$ cat src/rtl/rs_cmd_gen.sv
// Debounced set/clear command generator driving the S/R inputs of a downstream rs_ff.
// Issues fixed-length, mutually exclusive S or R pulses and tracks the expected Q.

module rs_cmd_filter #(
  parameter int DEBOUNCE = 4
) (
  input  logic clk,
  input  logic rst,
  input  logic i_raw,
  output logic o_rise
);

  logic       r_sync1;
  logic       r_sync2;
  logic       r_filt;
  logic       r_filt_d;
  logic [7:0] r_cnt;

  // NOTE: sequential state uses non-blocking assignments so every flop samples pre-edge values.
  always_ff @(posedge clk or posedge rst) begin
    if (rst) begin
      r_sync1  <= 1'b0;
      r_sync2  <= 1'b0;
      r_filt   <= 1'b0;
      r_filt_d <= 1'b0;
      r_cnt    <= '0;
    end else begin
      r_sync1  <= i_raw;
      r_sync2  <= r_sync1;
      r_filt_d <= r_filt;
      if (r_sync2 == r_filt) begin
        r_cnt <= '0;
      end else if (r_cnt == 8'(DEBOUNCE - 1)) begin
        // DEBOUNCE-th consecutive disagreeing cycle: accept the new level
        r_filt <= r_sync2;
        r_cnt  <= '0;
      end else begin
        r_cnt <= r_cnt + 8'd1;
      end
    end
  end

  assign o_rise = r_filt & ~r_filt_d;

endmodule

module rs_cmd_gen #(
  parameter int DEBOUNCE  = 4,
  parameter int PULSE_LEN = 2
) (
  input  logic clk,
  input  logic rst,
  input  logic set_in,
  input  logic clr_in,
  output logic S,
  output logic R,
  output logic busy,
  output logic q_exp,
  output logic err
);

  typedef enum logic [1:0] {
    IDLE  = 2'd0,
    SET_P = 2'd1,
    CLR_P = 2'd2,
    GAP   = 2'd3
  } state_t;

  state_t     r_state;
  logic [3:0] r_pulse_cnt;
  logic       r_pend_set;
  logic       r_pend_clr;

  logic w_set_req;
  logic w_clr_req;
  logic w_both_req;
  logic w_eff_set;
  logic w_eff_clr;

  rs_cmd_filter #(.DEBOUNCE(DEBOUNCE)) u_set_filter (
    .clk    (clk),
    .rst    (rst),
    .i_raw  (set_in),
    .o_rise (w_set_req)
  );

  rs_cmd_filter #(.DEBOUNCE(DEBOUNCE)) u_clr_filter (
    .clk    (clk),
    .rst    (rst),
    .i_raw  (clr_in),
    .o_rise (w_clr_req)
  );

  assign w_both_req = w_set_req & w_clr_req;

  // A fresh request in the IDLE cycle is newer than the pending one, so it takes priority.
  // NOTE: every always_comb output gets a default first, so no path can infer a latch.
  always_comb begin
    w_eff_set = 1'b0;
    w_eff_clr = 1'b0;
    if (!w_both_req) begin
      if (w_set_req || w_clr_req) begin
        w_eff_set = w_set_req;
        w_eff_clr = w_clr_req;
      end else begin
        w_eff_set = r_pend_set;
        w_eff_clr = r_pend_clr;
      end
    end
  end

  always_ff @(posedge clk or posedge rst) begin
    if (rst) begin
      r_state     <= IDLE;
      r_pulse_cnt <= '0;
      r_pend_set  <= 1'b0;
      r_pend_clr  <= 1'b0;
      S           <= 1'b0;
      R           <= 1'b0;
      busy        <= 1'b0;
      q_exp       <= 1'b0;
      err         <= 1'b0;
    end else begin
      if (r_state != IDLE) begin
        if (w_both_req) begin
          r_pend_set <= 1'b0;
          r_pend_clr <= 1'b0;
          err        <= 1'b1;
        end else if (w_set_req) begin
          r_pend_set <= 1'b1;
          r_pend_clr <= 1'b0;
        end else if (w_clr_req) begin
          r_pend_set <= 1'b0;
          r_pend_clr <= 1'b1;
        end
      end

      case (r_state)
        IDLE: begin
          r_pend_set <= 1'b0;
          r_pend_clr <= 1'b0;
          if (w_both_req) begin
            err <= 1'b1;
          end else if (w_eff_set && !q_exp) begin
            r_state     <= SET_P;
            r_pulse_cnt <= '0;
            S           <= 1'b1;
            busy        <= 1'b1;
            q_exp       <= 1'b1;
          end else if (w_eff_clr && q_exp) begin
            r_state     <= CLR_P;
            r_pulse_cnt <= '0;
            R           <= 1'b1;
            busy        <= 1'b1;
            q_exp       <= 1'b0;
          end
        end
        SET_P, CLR_P: begin
          if (r_pulse_cnt == 4'(PULSE_LEN - 1)) begin
            r_state <= GAP;
            S       <= 1'b0;
            R       <= 1'b0;
          end else begin
            r_pulse_cnt <= r_pulse_cnt + 4'd1;
          end
        end
        GAP: begin
          r_state <= IDLE;
          busy    <= 1'b0;
        end
        default: begin
          r_state <= IDLE;
          S       <= 1'b0;
          R       <= 1'b0;
          busy    <= 1'b0;
        end
      endcase
    end
  end

endmodule

$ cat config.mk
export PLATFORM = sky130hd
export DESIGN_NAME = rs_cmd_gen
export DESIGN_NICKNAME = d
export VERILOG_FILES = /design/src/rtl/rs_cmd_gen.sv
export SDC_FILE = /design/constraint.sdc
export NUM_CORES = 1
export LEC_CHECK = 0
export ABC_CLOCK_PERIOD_IN_PS = 1900
export CAP_MARGIN = 40
export CORE_MARGIN = 2
export CORE_UTILIZATION = 30
export DETAILED_ROUTE_END_ITERATION = 16
export PLACE_DENSITY = 0.45
export SETUP_SLACK_MARGIN = 0.1
export SYNTH_ARGS = -nofsm -noshare
export SYNTH_HDL_FRONTEND = slang
export SYNTH_SLANG_ARGS = --single-unit
$ cat constraint.sdc
create_clock -name clk -period 1.9 [get_ports clk]
set_clock_uncertainty 0.2 [all_clocks]
set_input_delay 0.38 -clock clk [delete_from_list [all_inputs] [get_ports clk]]
set_output_delay 0.38 -clock clk [all_outputs]
set_load 0.02 [all_outputs]
# Word-level counts from Yosys, hierarchy flattened
# Cells that the tools add are included.
[op_classes]
n_eq_ne = 15
n_bitwise = 8
muxes = 45
addsub = 3
n_reduce_logical = 21
[ops]
columns = ["op", "n"]
rows = [
  ["$mux 8", 4],
  ["$mux 1", 28],
  ["$add 8x1->8 const B", 2],
  ["$eq 8x2->1 const B", 2],
  ["$mux 4", 4],
  ["$ne 2x2->1 const B", 6],
  ["$reduce_bool 2->1", 5],
  ["$reduce_and 3->1", 3],
  ["$mux 2", 4],
  ["$pmux 4 s2", 1],
  ["$reduce_and 4->1", 2],
  ["$pmux 1 s2", 3],
  ["$pmux 2 s3", 1],
  ["$reduce_and 2->1", 3],
  ["$not 1->1", 5],
  ["$reduce_and 5->1", 1],
  ["$add 4x1->4 const B", 1],
  ["$eq 2x2->1 const B", 2],
  ["$eq 4x1->1 const B", 1],
  ["$reduce_bool 4->1", 1],
  ["$and 1x1->1", 3],
  ["$ne 3x3->1 const B", 1],
  ["$eq 1x1->1", 2],
  ["$eq 2x1->1 const B", 1],
  ["other kinds (5)", 6],
]
[totals]
in_bits = 4
regBits = 37
elab_cells = 111

# Logic depth before layout (Yosys ltp)
[depth]
ltp_word = 10
mapped_depth = 7

# Modules after synthesis
# A second synthesis with hierarchy kept.
[unflattened]
cells_unflattened = 180
area_unflattened_um2 = 1826.8
[modules_own_cells]
columns = ["module", "instances", "area_per_inst_um2", "cells_each", "seq_area_each_um2"]
rows = [
  ["rs_cmd_filter", 2, 528.0, 47, 300.3],
  ["rs_cmd_gen", 1, 770.7, 86, 325.3],
]

# Least setup slack after synthesis
# Ideal clock, no wire load.
[synth_timing]
kind = "flip-flop to flip-flop"
start = "register r_state[0]"
end = "register r_pulse_cnt[3]"
stages_incl_launch_ff = 8
arrival_ps = 1478
path_slack_ps = 95
n_path_buf = 2
period_less_slack_ps = 1805
cell_sequence = "dfrtp_1 inv_1 ha_1 buf_2 clkbuf_1 a31oi_1 o41ai_1 a221o_1"
[synth_via]
elab_chain_cells = 4
word_cells_on_any_way = 10
cone_classes = "eq/ne: 5; mux: 1; reduce/logical: 4"
[synth_rtl]
columns = ["element", "line", "rtl"]
rows = [
  ["from (decl)", "69", "state_t r_state;"],
  ["from (signal assigned)", "114", "r_state <= IDLE;"],
  ["from (signal assigned)", "145", "r_state <= SET_P;"],
  ["from (signal assigned)", "151", "r_state <= CLR_P;"],
  ["$eq 2x1->1 or $eq 2x2->1 (tied branches)", "138", "case (r_state)"],
  ["$reduce_or 2->1", "138", ""],
  ["$ne 2x2->1 (no line) or $reduce_bool 2->1 (tied branches)", "n/a", ""],
  ["$reduce_and 4->1 (no line)", "n/a", ""],
  ["to (signal assigned)", "164", "r_pulse_cnt <= r_pulse_cnt + 4'd1;"],
  ["to (decl)", "70", "logic [3:0] r_pulse_cnt;"],
]
# Several ways; a longest one is shown, not always the timed one.
# A chain may end at the register's enable or synchronous reset.

# Final worst setup path
[layout_timing]
start = "register r_pulse_cnt[1]"
end = "register r_pulse_cnt[3]"
[layout_via]
elab_chain_cells = 3
word_cells_on_any_way = 6
cone_classes = "add/sub: 1; eq/ne: 2; mux: 2; reduce/logical: 1"
[layout_rtl]
columns = ["element", "line"]
rows = [
  ["$add 4x1->4 or $eq 4x1->1 (tied branches)", "164, 159"],
  ["$mux 4 or $ne 2x2->1 (tied branches)", "n/a"],
  ["$pmux 4 s2 or $reduce_and 4->1 (tied branches)", "n/a"],
]
# Several ways; a longest one is shown, not always the timed one. The select of a mux whose other input is x is not followed.

==> results list <==
- Outcome: finished clean
- Ordered list of cells on the worst path: inv_2 > ha_4 > or3b_4 > nand2_2 > nor3_1 > a221o_1
* Clock tree from TritonCTS: yes
- Clock net sink count: 37
* Clock network fraction of design power: 0.154
* Final period util: 0.940
- Nets in the synthesized netlist: 182
- The finished cells cover 2250 um2.
- Number of slew-limit violations in the final report: 0
- Ys Warns: 0
- Grt total ovfl: 0
- Tot GR Track Use: 0.127
- The cell area that synthesis handed to floorplanning was 1830 um2.
- Wirelength per Cell: 14.1 um
- Setup TNS after final layout: 0 ns
* Seq/Total Area, Yosys: 0.507
- The hold violation count in the final report is 0.
- Die area: 6720 um2
* Die W: 82.0 um
- Setup violations remaining at the end of the flow were counted as 0.
- Of the total power, the share spent switching nets is 0.403.
- Counting flops with a built-in enable in the synthesized netlist gives 0.
- For the worst-skew pair, the clock arrives at the later sink with an insertion delay of 0.29 ns.
- Power per unit of standard cell area: 1690 nW/um2
* Most common cell after layout, fill and taps aside: sky130_fd_sc_hd__dfrtp_1
- Once placement completed, the tool counted placed cells totaling 262.
- 1st-iter DRT viols: 36
- Detail-routed via count per cell: 4.92
- Once detailed placement completed, the half-perimeter wirelength came to 2.62 mm.
- Unrepaired setup endpoints after global routing: true
- Registers take 926 um2.
* Share of cells above drive strength 1: 0.218
- Summing all multi-input logic gate instances after layout gives 917 um2.
* Number of diodes: 0
- Global-route wire length before repair: 6.40 mm
- The internal portion of the total power is 0.00227 W.
* Flop pwr share: 0.323
- Number of levels in the clock H-tree: 2
- Combinational group share of total power: 0.524
- I/O Buffers: 8
- The detailed router placed 1339 vias in this run.
- The tightest min-delay check is of the flip-flop to flip-flop type.
* Count of boundary I/O pins: 9
- Compared with the post-synthesis result, the final layout area differs by 23.3%.
* Count of unresolved DRC violations after routing: 0
- Measured against its own limit, the worst slew margin works out to 0.790.
- Worst-Margin Slew: 0.310 ns
* Post-synthesis cell type count: 50
* Count of TritonRoute iterations in the first routing pass: 4
* Async set-or-reset flop fraction in the synthesized netlist: 1.00
* Maximum buffer depth of the clock tree: 2
* Data arrival at the endpoint of the critical path: 1.76 ns
* Initial standard-cell utilization of the core: 0.310
- Flops & latches, synth: 37
* Time the worst path needs with I/O delays and setup: 1.79 ns
- Required time of the worst setup path: 1.87 ns
- For this run, the post-layout net count is 206.
* Die outline height: 82.0 um
* Switching pwr: 0.00153 W
* Most frequent cells in the layout: 37 x sky130_fd_sc_hd__dfrtp_1, 21 x sky130_fd_sc_hd__nor2_1, 15 x sky130_fd_sc_hd__nand3_1, 12 x sky130_fd_sc_hd__xor2_1, 12 x sky130_fd_sc_hd__buf_4
* Endpoint type of the worst setup path: flip-flop
- The tree is rooted in a sky130_fd_sc_hd__clkbuf_8.
- For this run, the leading register cell type out of synthesis is sky130_fd_sc_hd__dfrtp_1.
* Leakage component of the power: 0.987 nW
- The floorplan has 28 rows.
- On the critical path, the stage with the largest delay is an instance of sky130_fd_sc_hd__or3b_4.
- Non-filler cells, final: 272
* Initial antenna violation count: 0
- Area after DPL: 2070 um2
* DRT antenna net count: 0
- Max Cap Viol: 0
- Gpl congestion: 0.759
- After clock tree synthesis, the clock-pin slew on the worst setup and hold paths is 0.08 ns.
- Largest fanout of any net on the critical path: 5
- In this design, the stage delay of the slowest critical-path cell is 0.41 ns.
- Floorplan Core Area: 5890 um2
- Based on the critical path, the design can be clocked at up to 560 MHz.
- The average instance in the mapped netlist occupies 10.6 um2.
- Number of buffers inserted during clock tree synthesis: 5
* Detailed-route wire length: 3.83 mm
- Cells after Synth: 172
- Worst Setup Start Kind: flip-flop
* Number of global-route vias before repair: 1360
* Largest net degree at the start of global routing: 38
* Kind of critical path: flip-flop to flip-flop
* Fillers: 591
- VDD sags by at most 0.000798 V.
==> state kept, by name, summed over array words and instances (netlist names) <==
register               flops
q_exp                      1
u_set_filter.r_cnt         8
S                          1
u_set_filter.r_filt_d      1
u_set_filter.r_sync2       1
r_pulse_cnt                4
u_clr_filter.r_sync1       1
r_pend_clr                 1
u_clr_filter.r_cnt         8
busy                       1
r_pend_set                 1
u_clr_filter.r_sync2       1
u_clr_filter.r_filt        1
r_state                    2
R                          1
err                        1
u_set_filter.r_filt        1
u_clr_filter.r_filt_d      1
u_set_filter.r_sync1       1
==> path summary, 6_finish.rpt <==
| check | slack, ns | start | cells past startpoint | to |
|---|---|---|---|---|
| worst min register to register | 0.15 | u_clr_filter.r_sync1 | 0 | u_clr_filter.r_sync2 |
| worst max register to register | 0.11 | r_pulse_cnt[1] | 6 | r_pulse_cnt[3] |
| max in group asynchronous | 1.06 | rst | 3 | r_pulse_cnt[2] |
| min in group asynchronous | 0.24 | rst | 3 | u_set_filter.r_cnt[3] |
| worst min-delay path | 0.15 | u_clr_filter.r_sync1 | 0 | u_clr_filter.r_sync2 |
| worst max-delay path | 0.11 | r_pulse_cnt[1] | 6 | r_pulse_cnt[3] |
==> synth_stat cells (3+ instances only) <==
cell type | n | area [um2]
sky130_fd_sc_hd__a21oi_1 | 3 | 15.0
sky130_fd_sc_hd__and3_1 | 5 | 31.3
sky130_fd_sc_hd__dfrtp_1 | 37 | 926
sky130_fd_sc_hd__ha_1 | 6 | 75.1
sky130_fd_sc_hd__inv_1 | 6 | 22.5
sky130_fd_sc_hd__nand2_1 | 9 | 33.8
sky130_fd_sc_hd__nand3_1 | 15 | 75.1
sky130_fd_sc_hd__nor2_1 | 21 | 78.8
sky130_fd_sc_hd__nor2b_1 | 4 | 25.0
sky130_fd_sc_hd__o211ai_1 | 3 | 22.5
sky130_fd_sc_hd__xor2_1 | 12 | 105
==> cells by family after synthesis <==
kind of cell             share of synthesized area
buffers and inverters                       0.0281
XOR/XNOR                                    0.0672
AO/OA/AOI/OAI                                0.126
AND/OR/NAND/NOR                              0.212
adder cells (fa/ha/maj)                     0.0411
multiplexers                                0.0178
flip-flops                                   0.507
==> per-stage QoR <==
step,worst slack (ns),power [W],hold WS (ns),utilization
floorplan,0.120,0.00242,0.131,-
global placement,0.0973,0.00294,0.133,0.352
detailed placement,0.0282,0.00301,0.140,0.352
CTS,0.101,0.00367,0.157,0.371
global route,0.0820,0.00410,0.167,0.382
finish,0.115,0.00380,0.153,0.382
==> worst max-delay path: cells and delay by family (launching register included) <==
family                     cells  cell delay (ns)
and+or+nand+nor                3             0.55
buffers and inverters          1             0.08
DFF                            1             0.39
AOI/OAI and AO/OA              1             0.33
adders and majority gates      1             0.12
==> power by group through the flow <==
stage                     clock, W  combinational, W  sequential (W)
after CTS                 0.000618           0.00184         0.00121
after floorplan                  0           0.00116         0.00126
after detailed placement         0           0.00178         0.00122
final                     0.000584           0.00199         0.00123
after global placement           0           0.00172         0.00121
after global routing      0.000646           0.00219         0.00126
==> cell type report <==
type                       count  share of cell area
tap                           75              0.0417
inverter                       6              0.0100
sequential                    37               0.411
clock inverter                 2             0.00611
multi-input combinational    124               0.407
clock buffer                   6              0.0367
timing repair buffer          22              0.0867
==> timing repair <==
action | in CTS | in global routing
buffers inserted | 1 | 1
endpoints found under the setup margin | 10 | 15
pin swaps | 0 | 4
hold buffers | 0 | 0
hold endpoints to repair | 0 | 0
cloned | 0 | 0
resized for setup | 8 | 13
==> routing by layer <==
layer / wire length (um) / up-vias / global-route usage / part of all wire
met4: 35 / 0 / 0.0517 / 0.0091
met1: 1780 / 668 / 0.157 / 0.46
met3: 86 / 4 / 0.0363 / 0.022
li1: - / 658 / - / -
met2: 1930 / 9 / 0.207 / 0.50
met5: 0 / - / 0 / 0
Power figures use the tool's default switching activity.
